<file path="src/rtl/mem_array_summer.sv">
// Array-sum initiator: reads a length word at base_addr, sums the following elements.
// Define ARRSUM_WRITEBACK_EN to also store the sum to memory right after the array.
module mem_array_summer #(
    parameter int ADDR_W    = 8,
    parameter int DATA_W    = 16,
    parameter int MAX_COUNT = 255
) (
    input  logic              clk,
    input  logic              rst,
    input  logic              start,
    input  logic [ADDR_W-1:0] base_addr,
    output logic [ADDR_W-1:0] mem_addr,
    output logic [DATA_W-1:0] mem_wdata,
    output logic              mem_wr,
    input  logic [DATA_W-1:0] mem_rdata,
    output logic              busy,
    output logic              done,
    output logic [DATA_W-1:0] sum
);

`ifdef ARRSUM_WRITEBACK_EN
    typedef enum logic [2:0] {IDLE, LDCNT, ACC, STORE, FIN} state_t;
`else
    typedef enum logic [1:0] {IDLE, LDCNT, ACC, FIN} state_t;
`endif

    localparam logic [DATA_W-1:0] MAX_CNT = DATA_W'(MAX_COUNT);

    state_t            state_reg;
    logic [ADDR_W-1:0] base_reg;
    logic [DATA_W-1:0] cnt_reg;
    logic [DATA_W-1:0] idx_reg;
    logic [DATA_W-1:0] acc_reg;
    logic [ADDR_W-1:0] mem_addr_reg;
    logic              busy_reg;
    logic              done_reg;
    logic [DATA_W-1:0] sum_reg;

    logic [DATA_W-1:0] cnt_next;
    logic [DATA_W-1:0] acc_next;
    logic [DATA_W-1:0] tail_sum;
    logic [ADDR_W-1:0] addr_next;
    logic              enter_tail;

    // base+idx+1 serves both as the next element address and, once idx==cnt,
    // as the write-back address (idx is 0 in LDCNT, so cnt==0 also lands on base+1).
    always_comb begin
        cnt_next   = (mem_rdata > MAX_CNT) ? MAX_CNT : mem_rdata;
        acc_next   = acc_reg + mem_rdata;
        tail_sum   = (state_reg == ACC) ? acc_next : acc_reg;
        addr_next  = base_reg + ADDR_W'(idx_reg) + ADDR_W'(1);
        enter_tail = ((state_reg == LDCNT) && (cnt_next == '0)) ||
                     ((state_reg == ACC) && (idx_reg == cnt_reg));
    end

`ifdef ARRSUM_WRITEBACK_EN
    logic [DATA_W-1:0] mem_wdata_reg;
    logic              mem_wr_reg;
    assign mem_wdata = mem_wdata_reg;
    assign mem_wr    = mem_wr_reg;
`else
    assign mem_wdata = '0;
    assign mem_wr    = 1'b0;
`endif

    assign mem_addr = mem_addr_reg;
    assign busy     = busy_reg;
    assign done     = done_reg;
    assign sum      = sum_reg;

    always_ff @(posedge clk) begin
        if (rst) begin
            state_reg     <= IDLE;
            base_reg      <= '0;
            cnt_reg       <= '0;
            idx_reg       <= '0;
            acc_reg       <= '0;
            mem_addr_reg  <= '0;
            busy_reg      <= 1'b0;
            done_reg      <= 1'b0;
            sum_reg       <= '0;
`ifdef ARRSUM_WRITEBACK_EN
            mem_wdata_reg <= '0;
            mem_wr_reg    <= 1'b0;
`endif
        end else begin
            done_reg <= 1'b0;
`ifdef ARRSUM_WRITEBACK_EN
            mem_wr_reg <= 1'b0;
`endif
            case (state_reg)
                IDLE: begin
                    if (start) begin
                        base_reg     <= base_addr;
                        acc_reg      <= '0;
                        idx_reg      <= '0;
                        mem_addr_reg <= base_addr;
                        busy_reg     <= 1'b1;
                        state_reg    <= LDCNT;
                    end
                end
                LDCNT, ACC: begin
                    if (state_reg == LDCNT) begin
                        cnt_reg <= cnt_next;
                    end else begin
                        acc_reg <= acc_next;
                    end
                    if (enter_tail) begin
`ifdef ARRSUM_WRITEBACK_EN
                        state_reg     <= STORE;
                        mem_addr_reg  <= addr_next;
                        mem_wdata_reg <= tail_sum;
                        mem_wr_reg    <= 1'b1;
`else
                        state_reg <= FIN;
                        done_reg  <= 1'b1;
                        sum_reg   <= tail_sum;
`endif
                    end else begin
                        idx_reg      <= idx_reg + DATA_W'(1);
                        mem_addr_reg <= addr_next;
                        state_reg    <= ACC;
                    end
                end
`ifdef ARRSUM_WRITEBACK_EN
                STORE: begin
                    state_reg <= FIN;
                    done_reg  <= 1'b1;
                    sum_reg   <= acc_reg;
                end
`endif
                FIN: begin
                    state_reg <= IDLE;
                    busy_reg  <= 1'b0;
                end
                default: state_reg <= IDLE;
            endcase
        end
    end

endmodule
</file>
<file path="config.mk">
export PLATFORM = sky130hd
export DESIGN_NAME = mem_array_summer
export DESIGN_NICKNAME = d
export VERILOG_FILES = /design/src/rtl/mem_array_summer.sv
export SDC_FILE = /design/constraint.sdc
export NUM_CORES = 1
export LEC_CHECK = 0
export CORE_MARGIN = 8
export CORE_UTILIZATION = 45
export CTS_CLUSTER_DIAMETER = 150
export DETAILED_ROUTE_END_ITERATION = 12
export PLACE_DENSITY = 0.74
export SLEW_MARGIN = 0
export SYNTH_ARGS = -nofsm -noshare
export SYNTH_HDL_FRONTEND = slang
export SYNTH_SLANG_ARGS = --single-unit
</file>
<file path="constraint.sdc">
create_clock -name clk -period 2.96 [get_ports clk]
set_clock_uncertainty 0.15 [all_clocks]
set_input_delay 0.296 -clock clk [delete_from_list [all_inputs] [get_ports clk]]
set_output_delay 0.296 -clock clk [all_outputs]
set_load 0.02 [all_outputs]
</file>
==> impl_summary.txt <==
----------------------------------------------------
[Outcome]
  Outcome ... finished clean

[Cells and area]
  Fin nets ... 727
  Area growth from synthesis to final layout ... 18.4%
  Fin util ... 55.0%
  Count of antenna diodes in the layout ... 0
  Number of standard cells in the final layout excluding fillers ... 816
  Area used by multi-input combinational logic ... 3070 um^2
  Number of inserted filler cells in the final layout ... 1036
  Area occupied by registers ... 1680 um^2
  Layout cells sized above 1 ... 11.4%

[STA]
  Max Clk Rate ... 0.368 GHz
  Worst setup slack after layout ... 0.242 ns
  Hold Fails Final Rpt ... 0
  Fin crit share ... 91.8%
  Final setup violation count ... 0
  Minimum period implied by the final worst setup slack ... 2.72 ns
  Unrepaired setup endpoints after global routing ... false
  Headroom to the max-slew limit ... 55.5%
  Transition time of the tightest slew-check pin ... 0.665 ns
  Total count of max-transition violations in the final report ... 0

[Detailed routing]
  DR iter-0 viols ... 234
  Post-route DRC ... 0
  Routed vias/inst ... 5.59
  Detailed-route via count ... 4560
  Post-detailed-route count of antenna-violating nets ... 0
  Routed length per instance ... 16.5 um
  Number of iterations in the first detailed-routing pass ... 4
  Total wire length after detailed routing ... 13500 um

[CTS]
  CTS root buf ... sky130_fd_sc_hd__clkbuf_8
  Clock buffer count from CTS ... 9
  Post-CTS setup repair buffer count ... 0
  Post-CTS Hold Fix Bufs ... 0
  Number of buffers on the longest clock path ... 2
  Sinks on Clock Net ... 84
  Clock insertion delay at the later pin of the skew report ... 0.36 ns
  Cells resized by post-CTS repair ... 0
  Clock edge transition at the registers on the reported setup and hold paths ... 0.09 ns
  H-tree depth ... 3
  TritonCTS clock tree ... built

[Critical path]
  CP Class ... reg2reg
  Capturing instance or port of the critical path ... idx_reg[13]
  Setup crit start kind ... flip-flop
  Endpoint kind of the worst setup timing path ... flip-flop
  Worst r2r src ... state_reg[0]
  Origin of the worst setup path ... state_reg[0]
  Critical Path Fanout Max ... 12
  R2r worst-path depth ... 8
  Capturing point of the worst reg2reg path ... idx_reg[13]
  Data required time at the worst endpoint ... 3.11 ns
  Worst setup slack for register-to-register paths ... 0.24 ns
  Data arrival time of the worst path ... 2.86 ns

[Logic synthesis]
  Biggest area consumer among synthesized cells ... sky130_fd_sc_hd__dfxtp_1
  Number of library cell types mapped by synthesis ... 69
  Post-synthesis instance total ... 606
  Synth warn ... 0
  Most common flop cell mapped by yosys ... sky130_fd_sc_hd__dfxtp_1
  Number of synthesized flops with an enable pin ... 0
  Post-Syn Area per Cell ... 8.35 um^2
  Fraction of synthesized cell area taken by the top area cell type ... 33.2%
  Combined area of all synthesized cells ... 5060 um^2
  Number of storage elements in the synthesis netlist ... 84
  Register area share after synthesis ... 33.2%
  Area contributors post-synth ... sky130_fd_sc_hd__dfxtp_1 (33%), sky130_fd_sc_hd__ha_1 (6.7%), sky130_fd_sc_hd__a21oi_1 (4.8%)
  Synth async-reset ratio ... 0%

[Floorplanning]
  Ports placed on the boundary ... 70
  Area of the core ... 10900 um^2
  Die outline area ... 14900 um^2
  Vertical die dimension ... 122 um
  Die X-Extent ... 122 um
  FP Rows ... 38
  Initial cell density of the core ... 46.5%

[GRT]
  Largest net degree at the start of global routing ... 53
  Antenna violations before repair ... 0
  Overall fraction of global-route tracks in use ... 18.4%
  Remaining global-route overflow ... 0
  Vias in the first global route ... 4410
  Wire length of the first global-routing pass ... 22100 um

[Power]
  Leak ... 0.00237 uW
  Largest voltage drop on the vdd net ... 444 uV
  Power Density ... 867 nW/um^2

[Place]
  PortBufs ... 52
  Total placed cells including tap cells ... 800
  GP Congestion ... 0.903
  Worst setup slack after placement ... -0.0114 ns
  Final HPWL DP ... 10200 um

[Hold path]
  Hold WC Path Type ... reg2reg

[Flow run]
  Max-cap viol count ... 0

----------------------------------------------------
## critical path, stage by stage, from the launching register on
cell and delay [ns]:
sky130_fd_sc_hd__dfxtp_1 0.37, sky130_fd_sc_hd__inv_1 0.10, sky130_fd_sc_hd__ha_1 0.38, sky130_fd_sc_hd__inv_1 0.07, sky130_fd_sc_hd__o21ai_0 0.34, sky130_fd_sc_hd__o211ai_2 0.29
sky130_fd_sc_hd__buf_4 0.25, sky130_fd_sc_hd__or4_2 0.60, sky130_fd_sc_hd__o21ai_1 0.09
## cell usage in the layout (no fill, tap or decap), types with 4 or more instances in the layout
cell type / n
sky130_fd_sc_hd__nand2_1: 56
sky130_fd_sc_hd__nor2_1: 57
sky130_fd_sc_hd__nor4_1: 8
sky130_fd_sc_hd__o31ai_1: 4
sky130_fd_sc_hd__or3_2: 11
sky130_fd_sc_hd__nand3_1: 15
sky130_fd_sc_hd__o21ai_1: 4
sky130_fd_sc_hd__a21oi_1: 49
sky130_fd_sc_hd__buf_4: 29
sky130_fd_sc_hd__conb_1: 17
sky130_fd_sc_hd__o211ai_1: 4
sky130_fd_sc_hd__or4_2: 4
sky130_fd_sc_hd__xnor2_1: 11
sky130_fd_sc_hd__inv_1: 19
sky130_fd_sc_hd__a21o_1: 4
sky130_fd_sc_hd__mux2i_1: 17
sky130_fd_sc_hd__a211oi_1: 28
sky130_fd_sc_hd__o21ai_0: 30
sky130_fd_sc_hd__nor3_1: 11
sky130_fd_sc_hd__nand4_1: 8
sky130_fd_sc_hd__clkbuf_8: 12
sky130_fd_sc_hd__dfxtp_1: 84
sky130_fd_sc_hd__a22o_1: 4
sky130_fd_sc_hd__a22oi_1: 6
sky130_fd_sc_hd__ha_1: 27
sky130_fd_sc_hd__clkdlybuf4s50_1: 51
sky130_fd_sc_hd__and2_1: 13
sky130_fd_sc_hd__xor2_1: 24
## cells by family after synthesis
group	share of synthesized area, %
compound gates	21.2
xor+xnor	6.06
mux	3.36
simple gates	21.4
fa+ha+maj	7.47
other cells	0.0741
flops	33.2
buf+inv	7.25
## cell usage after synthesis, types with 3 or more instances
library cell,count
sky130_fd_sc_hd__inv_1,19
sky130_fd_sc_hd__a211oi_1,28
sky130_fd_sc_hd__nor4_1,8
sky130_fd_sc_hd__nand2_1,56
sky130_fd_sc_hd__ha_1,27
sky130_fd_sc_hd__xor2_1,24
sky130_fd_sc_hd__a21o_1,4
sky130_fd_sc_hd__and4_1,3
sky130_fd_sc_hd__nand4_1,8
sky130_fd_sc_hd__o21ai_1,4
sky130_fd_sc_hd__clkbuf_1,16
sky130_fd_sc_hd__a22oi_1,6
sky130_fd_sc_hd__mux2i_1,17
sky130_fd_sc_hd__o211ai_1,4
sky130_fd_sc_hd__o21a_1,3
sky130_fd_sc_hd__nand3_1,15
sky130_fd_sc_hd__o221ai_1,3
sky130_fd_sc_hd__a211o_1,3
sky130_fd_sc_hd__o21ai_0,30
sky130_fd_sc_hd__dfxtp_1,84
sky130_fd_sc_hd__or4_2,4
sky130_fd_sc_hd__a21oi_2,3
sky130_fd_sc_hd__o31ai_1,4
sky130_fd_sc_hd__a22o_1,4
sky130_fd_sc_hd__or2_2,3
sky130_fd_sc_hd__or3_1,3
sky130_fd_sc_hd__buf_6,3
sky130_fd_sc_hd__or3_2,11
sky130_fd_sc_hd__and2_1,13
sky130_fd_sc_hd__nor2b_1,3
sky130_fd_sc_hd__nor2_1,57
sky130_fd_sc_hd__nor3_1,11
sky130_fd_sc_hd__xnor2_1,11
sky130_fd_sc_hd__a21oi_1,49
sky130_fd_sc_hd__buf_4,18
sky130_fd_sc_hd__o21bai_1,3
## how the worst min path moves through the flow
stage,start,end,slack (ns),cells past startpoint
2_1_floorplan,base_addr[6],base_reg[6],0.28,2
3_3_place_gp,mem_addr[2],mem_addr[2],0.29,2
3_5_place_dp,mem_addr[0],mem_addr[0],0.30,2
4_1_cts,rst,idx_reg[2],0.30,5
5_1_grt,mem_addr[0],mem_addr[0],0.32,2
6_report,mem_addr[0],mem_addr[0],0.30,2
## metal layers
layer,vias to the layer above,wire length (um),track usage (%)
li1,2281,-,-
met3,19,554,2.59
met1,2161,6190,23.1
met2,99,6440,30.7
met5,-,0,0
met4,0,311,8.02
## per-stage QoR
step	total power [uW]	hold WS [ns]	setup TNS, ns	area, um^2
after floorplan	3510	0.280	0	5120
after global placement	4140	0.289	0	5750
after detailed placement	4200	0.296	-0.0114	5750
after CTS	5190	0.302	0	5990
after global routing	5550	0.322	0	5990
final	5190	0.303	0	5990
## power by group
group	total [uW]	internal, uW	switching [uW]
registers	1530	1350	181
logic	2690	1100	1580
clock network	971	546	425
total	5190	3000	2190
## final cells by class
type | count | share of cell area (%)
Timing Repair Buffer | 82 | 12.6
Clock buffer | 13 | 2.82
Inverter | 19 | 1.19
Sequential cell | 84 | 28.1
Clock inverter | 3 | 1.13
Multi-Input combinational cell | 475 | 51.3
Tap cell | 140 | 2.93
Power figures use the tool's default switching activity.
